<file path="src/rtl/dram_ctrl_pkg.sv">
// Shared types and sizing helpers for the multi-bank DRAM controller.
// Provides the access/refresh state enum, the index-width function and decode constants.
package dram_ctrl_pkg;

  typedef enum logic [3:0] {
    S_IDLE,
    S_ROW,
    S_COL,
    S_CAS,
    S_HOLD,
    S_NOSEL,
    S_PRE,
    S_RFSH_CAS,
    S_RFSH_RAS
  } state_e;

  // cpu_a[23:21] selects one of eight 2 MB windows
  localparam int unsigned WIN_W   = 3;
  localparam int unsigned WIN_LSB = 21;
  localparam int unsigned ROW_MSB = 20;

  // Bits needed to index n items (never less than one)
  function automatic int unsigned idx_w(input int unsigned n);
    return (n <= 1) ? 1 : $clog2(n);
  endfunction

endpackage

</file>
<file path="src/rtl/dram_refresh_timer.sv">
// Refresh request generator: divider, saturating pending counter, overrun pulse.
// Ports: clk_i, rst_ni (sync), ack_i (refresh served), pending_o, overrun_o.
module dram_refresh_timer
  import dram_ctrl_pkg::*;
#(
  parameter int unsigned REFRESH_DIV = 110,
  parameter int unsigned PEND_MAX    = 3,
  parameter int unsigned PW          = idx_w(PEND_MAX + 1)
) (
  input  logic          clk_i,
  input  logic          rst_ni,
  input  logic          ack_i,
  output logic [PW-1:0] pending_o,
  output logic          overrun_o
);

  localparam int unsigned TW = idx_w(REFRESH_DIV);
  localparam logic [TW-1:0] T_LOAD = TW'(REFRESH_DIV - 1);
  localparam logic [PW-1:0] P_MAX  = PW'(PEND_MAX);

  logic [TW-1:0] timer_q, timer_d;
  logic [PW-1:0] pend_q, pend_d;
  logic          ovr_q, ovr_d;
  logic          reload;

  assign reload = (timer_q == '0);

  always_comb begin
    timer_d = reload ? T_LOAD : timer_q - 1'b1;
    pend_d  = pend_q;
    // a request arriving while saturated is dropped,
    // unless a service completes in the same cycle
    ovr_d   = reload && !ack_i && (pend_q == P_MAX);
    unique case ({reload, ack_i})
      2'b10: if (pend_q != P_MAX) pend_d = pend_q + 1'b1;
      2'b01: if (pend_q != '0) pend_d = pend_q - 1'b1;
      default: pend_d = pend_q;
    endcase
  end

  always_ff @(posedge clk_i) begin
    if (!rst_ni) begin
      timer_q <= T_LOAD;
      pend_q  <= '0;
      ovr_q   <= 1'b0;
    end else begin
      timer_q <= timer_d;
      pend_q  <= pend_d;
      ovr_q   <= ovr_d;
    end
  end

  assign pending_o = pend_q;
  assign overrun_o = ovr_q;

endmodule

</file>
<file path="src/rtl/dram_ctrl_nbank.sv">
// Multi-bank 68000 fast-RAM DRAM controller: window decode, RAS/CAS access FSM,
// CAS-before-RAS refresh. Inputs: cpu_* bus strobes/address, ram_base_addr,
// ram_nconfigured. Outputs: dram_* array strobes/address, ram_ndtack,
// ram_selected, rfsh_overrun. All outputs registered.
module dram_ctrl_nbank
  import dram_ctrl_pkg::*;
#(
  parameter int unsigned NUM_BANKS       = 4,
  parameter int unsigned ROW_BITS        = 10,
  parameter int unsigned COL_BITS        = 10,
  parameter int unsigned MA_WIDTH        = 12,
  parameter int unsigned REFRESH_DIV     = 110,
  parameter int unsigned PEND_MAX        = 3,
  parameter int unsigned RFSH_RAS_CYCLES = 2
) (
  input  logic                 cpu_clk,
  input  logic                 cpu_nreset,
  input  logic [23:1]          cpu_a,
  input  logic                 cpu_nas,
  input  logic                 cpu_nlds,
  input  logic                 cpu_nuds,
  input  logic                 cpu_rw,
  input  logic [2:0]           ram_base_addr,
  input  logic                 ram_nconfigured,
  output logic [NUM_BANKS-1:0] dram_nras,
  output logic                 dram_nlcas,
  output logic                 dram_nucas,
  output logic [MA_WIDTH-1:0]  dram_ma,
  output logic                 dram_wrn,
  output logic                 dram_oen,
  output logic                 ram_ndtack,
  output logic                 ram_selected,
  output logic                 rfsh_overrun
);

  localparam int unsigned PW = idx_w(PEND_MAX + 1);
  localparam int unsigned RW = idx_w(RFSH_RAS_CYCLES);
  localparam logic [PW-1:0] P_MAX  = PW'(PEND_MAX);
  localparam logic [RW-1:0] R_LAST = RW'(RFSH_RAS_CYCLES - 1);

  state_e               state_q;
  logic [NUM_BANKS-1:0] nras_q;
  logic                 nlcas_q;
  logic                 nucas_q;
  logic [MA_WIDTH-1:0]  ma_q;
  logic                 wrn_q;
  logic                 oen_q;
  logic                 ndtack_q;
  logic                 sel_q;
  logic                 rw_q;
  logic [RW-1:0]        rcnt_q;

  logic [WIN_W-1:0]     bank_off;
  logic                 hit;
  logic                 start_acc;
  logic [NUM_BANKS-1:0] bank_mask;
  logic [MA_WIDTH-1:0]  row_ma;
  logic [MA_WIDTH-1:0]  col_ma;
  logic [PW-1:0]        pending;
  logic                 rfsh_ack;

  // 3-bit wrap lets the window straddle the top of the map
  assign bank_off = cpu_a[WIN_LSB+WIN_W-1:WIN_LSB] - ram_base_addr;
  assign hit = !ram_nconfigured &&
               ({1'b0, bank_off} < 4'(NUM_BANKS));
  assign start_acc = !cpu_nas && hit && (pending < P_MAX);
  assign bank_mask = NUM_BANKS'(1) << bank_off;

  always_comb begin
    row_ma = '0;
    col_ma = '0;
    row_ma[ROW_BITS-1:0] = cpu_a[ROW_MSB -: ROW_BITS];
    col_ma[COL_BITS-1:0] = cpu_a[COL_BITS:1];
  end

  assign rfsh_ack = (state_q == S_RFSH_RAS) && (rcnt_q == R_LAST);

  dram_refresh_timer #(
    .REFRESH_DIV(REFRESH_DIV),
    .PEND_MAX   (PEND_MAX),
    .PW         (PW)
  ) u_rfsh (
    .clk_i    (cpu_clk),
    .rst_ni   (cpu_nreset),
    .ack_i    (rfsh_ack),
    .pending_o(pending),
    .overrun_o(rfsh_overrun)
  );

  always_ff @(posedge cpu_clk) begin
    if (!cpu_nreset) begin
      state_q  <= S_IDLE;
      nras_q   <= '1;
      nlcas_q  <= 1'b1;
      nucas_q  <= 1'b1;
      ma_q     <= '0;
      wrn_q    <= 1'b1;
      oen_q    <= 1'b1;
      ndtack_q <= 1'b1;
      sel_q    <= 1'b0;
      rw_q     <= 1'b1;
      rcnt_q   <= '0;
    end else begin
      unique case (state_q)
        // PRE decides like IDLE so a waiting access
        // starts straight after precharge
        S_IDLE, S_PRE: begin
          if (start_acc) begin
            state_q <= S_ROW;
            rw_q    <= cpu_rw;
            nras_q  <= ~bank_mask;
            ma_q    <= row_ma;
            sel_q   <= 1'b1;
          end else if (!cpu_nas && !hit) begin
            state_q <= S_NOSEL;
          end else if (pending != '0) begin
            state_q <= S_RFSH_CAS;
            nlcas_q <= 1'b0;
            nucas_q <= 1'b0;
          end else begin
            state_q <= S_IDLE;
          end
        end
        S_ROW: begin
          state_q <= S_COL;
          ma_q    <= col_ma;
          wrn_q   <= rw_q;
        end
        S_COL: begin
          state_q  <= S_CAS;
          nlcas_q  <= cpu_nlds;
          nucas_q  <= cpu_nuds;
          ndtack_q <= 1'b0;
          oen_q    <= ~rw_q;
        end
        S_CAS: begin
          state_q <= S_HOLD;
          nlcas_q <= cpu_nlds;
          nucas_q <= cpu_nuds;
        end
        S_HOLD: begin
          if (cpu_nas) begin
            state_q  <= S_PRE;
            nras_q   <= '1;
            nlcas_q  <= 1'b1;
            nucas_q  <= 1'b1;
            wrn_q    <= 1'b1;
            oen_q    <= 1'b1;
            ndtack_q <= 1'b1;
            sel_q    <= 1'b0;
          end else begin
            nlcas_q <= cpu_nlds;
            nucas_q <= cpu_nuds;
          end
        end
        S_NOSEL: begin
          if (cpu_nas) state_q <= S_IDLE;
        end
        S_RFSH_CAS: begin
          // /CAS stays low while /RAS falls so the
          // array sees CAS-before-RAS with hold margin
          state_q <= S_RFSH_RAS;
          nras_q  <= '0;
          rcnt_q  <= '0;
        end
        S_RFSH_RAS: begin
          if (rcnt_q == R_LAST) begin
            state_q <= S_PRE;
            nras_q  <= '1;
            nlcas_q <= 1'b1;
            nucas_q <= 1'b1;
          end else begin
            rcnt_q <= rcnt_q + 1'b1;
          end
        end
        default: state_q <= S_IDLE;
      endcase
    end
  end

  assign dram_nras    = nras_q;
  assign dram_nlcas   = nlcas_q;
  assign dram_nucas   = nucas_q;
  assign dram_ma      = ma_q;
  assign dram_wrn     = wrn_q;
  assign dram_oen     = oen_q;
  assign ram_ndtack   = ndtack_q;
  assign ram_selected = sel_q;

endmodule

</file>
<file path="config.mk">
export PLATFORM = sky130hd
export DESIGN_NAME = dram_ctrl_nbank
export DESIGN_NICKNAME = d
export VERILOG_FILES = /design/src/rtl/dram_ctrl_pkg.sv /design/src/rtl/dram_refresh_timer.sv /design/src/rtl/dram_ctrl_nbank.sv
export SDC_FILE = /design/constraint.sdc
export NUM_CORES = 1
export LEC_CHECK = 0
export ABC_AREA = 0
export ABC_CLOCK_PERIOD_IN_PS = 2100
export BUFFER_PORTS_ARGS = -buffer_cell sky130_fd_sc_hd__buf_2
export CAP_MARGIN = 40
export CORE_UTILIZATION = 49
export CTS_BUF_LIST = sky130_fd_sc_hd__clkbuf_8
export DETAILED_ROUTE_END_ITERATION = 8
export PLACE_DENSITY = 0.82
export REMOVE_ABC_BUFFERS = 1
export SYNTH_ARGS = -nofsm -noshare
export SYNTH_HDL_FRONTEND = slang
export SYNTH_SLANG_ARGS = --single-unit
export TNS_END_PERCENT = 1
</file>
<file path="constraint.sdc">
create_clock -name cpu_clk -period 2.1 [get_ports cpu_clk]
set_input_delay 0.105 -clock cpu_clk [delete_from_list [all_inputs] [get_ports cpu_clk]]
set_output_delay 0.105 -clock cpu_clk [all_outputs]
set_load 0.03 [all_outputs]
</file>
==> impl_metrics.env <==
export IMPL_die_h_um=63.2
export IMPL_whs_path_depth=3
export IMPL_start_kind="flip-flop"
export IMPL_final_nets=316
export IMPL_path_cells="nor2b_1, or4_4, nor2_4, mux2i_1, a21oi_1"
export IMPL_cp_arrival_ns=2.09
export IMPL_p_per_area_nw_per_um2=1200
export IMPL_crit_required_ns=2.26
export IMPL_power_mw=2.67
export IMPL_dr_wl_met3_um=203
export IMPL_htree_levels=2
export IMPL_utilization_pct=63.9
export IMPL_reg2reg_slack_ns=0.18
export IMPL_grt_pass1_wl_mm=6.46
export IMPL_dp_slack_ns=-0.0684
export IMPL_synthArstFlopShare_pct=0
export IMPL_r2r_start="state_q[2]"
export IMPL_dr_pass1_iters=4
export IMPL_ant_nets=0
export IMPL_io_buffer_count=53
export IMPL_coreArea_um2=3470
export IMPL_fp_row_count=21
export IMPL_clock_sinks=36
export IMPL_cp_slowest_cell="or4_4"
export IMPL_syn_avg_cell_area_um2=8.15
export IMPL_area_growth_syn_to_layout_pct=20.9
export IMPL_fmax_mhz=520
export IMPL_wl_met2_mm=1.89
export IMPL_min_from="cpu_rw"
export IMPL_via_per_inst=5.23
export IMPL_grt_overflow=0
export IMPL_cp_end_kind="flip-flop"
export IMPL_timing_rr_end="dram_ma[9]"
export IMPL_synth_top_area_share_pct=39.3
export IMPL_io_pins=56
export IMPL_syn_area_um2=1830
export IMPL_fin_ws_ns=0.178
export IMPL_yosysWarnings=0
export IMPL_postCtsSetupBuffers=0
export IMPL_drcViolationCount=0
export IMPL_hold_viol=0
export IMPL_n_antenna_cell=0
export IMPL_top_layer_used="met4"
export IMPL_cts_tree="built"
export IMPL_ys_flop_type="dfxtp_1"
export IMPL_grt_max_degree=22
export IMPL_die_x_um=63.2
export IMPL_insertion_delay_ns=0.29
export IMPL_synth_largest_area_cell="dfxtp_1"
export IMPL_cts_buffers=5
export IMPL_syn_inst=225
export IMPL_outcome="finished clean"
export IMPL_cts_hold_buf=0
export IMPL_hold_path_class="input port to flip-flop"
export IMPL_synth_edff_count=0
export IMPL_worstSetupPathType="flip-flop to flip-flop"
export IMPL_drt_met1_wl_mm=1.79
export IMPL_ys_ff_latch=36
export IMPL_fin_hold_ws_ns=0.0278
export IMPL_setup_viol=0
export IMPL_internal_power_mw=1.56
export IMPL_post_drt_wl_per_cell_um=12.1
export IMPL_yosys_top_cells_area="dfxtp_1, mux2i_1, o21ai_0, nor2_1, a21oi_1"
export IMPL_finalNonFillerCells=326
export IMPL_swShare_pct=41.5
export IMPL_grt_util_all_layers_pct=20.6
export IMPL_share_seq_of_total_power_pct=35.4
export IMPL_ctsResizeCount=0
export IMPL_placedCellCount=318
export IMPL_drtIter0Drc=67
export IMPL_hold_end="rw_q"
export IMPL_switching_power_mw=1.11
export IMPL_place_congestion=0.868
export IMPL_cp_max_fo=11
export IMPL_fin_skew_ns=0.00532
export IMPL_timing_final_crit_share_pct=91.5
export IMPL_grt_pass1_vias=1495
export IMPL_drive_gt1_share_pct=25.4
export IMPL_dp_hpwl_mm=2.93
export IMPL_comb_power_share_pct=45.9
export IMPL_synth_common_cells="dfxtp_1, nor2_1, nand2_1, o21ai_0, a21oi_1"
export IMPL_clockRootBuffer="clkbuf_8"
export IMPL_initial_core_util_pct=52.9
export IMPL_yosysSeqAreaShare_pct=39.3
export IMPL_critPathMaxStageDelay_ns=0.53
export IMPL_rsz0062_at_grt="false"
export IMPL_path_clk_slew_ns=0.07
export IMPL_cts_max_path_buffers=2
export IMPL_drv_slew=0
export IMPL_wirelength_mm=3.94
export IMPL_rr_worst_depth=5
export IMPL_pwr_share_clk_pct=18.7
export IMPL_antenna_found_initial=0
export IMPL_dieArea_um2=3990
export IMPL_yosysMostFrequentCell="dfxtp_1"
export IMPL_period_minus_slack_ns=1.92
export IMPL_vias=1706
export IMPL_irDropWorstVdd_v=0.000597
export IMPL_yosysUniqueCellTypes=44
export IMPL_maxCapViolations=0
export IMPL_leakagePower_nw=0.989
kinds of logic after synthesis:
logic type | synth area share, %
DFF | 39.3
other | 0.204
adders and majority gates | 3.14
buffers and inverters | 6.68
muxes | 6.55
and+or+nand+nor | 20.7
AOI/OAI and AO/OA | 19.7
xor gates and xnor gates | 3.68
metal layers:
layer / global-route usage (%) / up-vias
li1: - / 884
met1: 25.5 / 770
met2: 33.5 / 48
met3: 5.80 / 4
met4: 8.52 / 0
met5: 0 / -
critical path: cells and delay by family, from the launching register on:
family           cells  cell delay, ns
AND/OR/NAND/NOR      3            0.95
AO/OA/AOI/OAI        1            0.10
flip-flops           1            0.48
multiplexers         1            0.26
power groups by stage:
stage | logic (mW) | registers [mW] | clock network [mW]
floorplan | 0.620 | 1.21 | 0
global placement | 1.20 | 0.952 | 0
detailed placement | 1.22 | 0.956 | 0
CTS | 1.22 | 0.943 | 0.510
global route | 1.34 | 0.962 | 0.544
finish | 1.22 | 0.944 | 0.498
final cells by class:
cell class                      instances  area (µm²)
Clock buffer                            6        82.6
Clock inverter                          2        10.0
Sequential cell                        36         721
Tap cell                               46        57.6
Multi-Input combinational cell        166         995
Timing Repair Buffer                   59         310
Inverter                               11        41.3
Fill cell                             323        1250
worst max-delay path by stage:
stage / to / from / slack (ns) / cells after the start
2_1_floorplan: dram_ma[0] / cpu_a[21] / 0.16 / 9
3_3_place_gp: dram_ma[3] / cpu_a[21] / 0.04 / 10
3_5_place_dp: dram_ma[9] / cpu_a[21] / -0.07 / 10
4_1_cts: dram_ma[9] / state_q[2] / 0.20 / 5
5_1_grt: dram_ma[9] / state_q[2] / 0.10 / 5
6_report: dram_ma[9] / state_q[2] / 0.18 / 5
state kept, by name, indices dropped and copies added (netlist names):
| register | flops |
|---|---|
| dram_ma | 10 |
| u_rfsh.timer_q | 7 |
| dram_nras | 4 |
| state_q | 4 |
| u_rfsh.pending_o | 2 |
| dram_nlcas | 1 |
| dram_nucas | 1 |
| dram_oen | 1 |
| dram_wrn | 1 |
| ram_ndtack | 1 |
| ram_selected | 1 |
| rcnt_q | 1 |
| rw_q | 1 |
| u_rfsh.overrun_o | 1 |
cell usage in the layout (no fill, tap or decap), types with 5 or more instances in the layout:
master	synthesis	routed
nor3_1	5	5
nor2_1	25	25
nor2b_1	6	6
a31oi_1	6	6
buf_2	1	53
o21ai_0	24	24
mux2i_1	12	12
nand3_1	5	5
clkbuf_8	0	6
dfxtp_1	36	36
a21oi_1	18	18
nand2_1	24	24
buf_4	2	6
inv_1	11	11
metrics by stage:
step	TNS [ns]	area, µm²
global placement	0	2120
finish	0	2220
floorplan	0	1760
detailed placement	-0.174	2120
global route	0	2220
CTS	0	2220
Note: power is estimated with default switching activity, not from simulation.
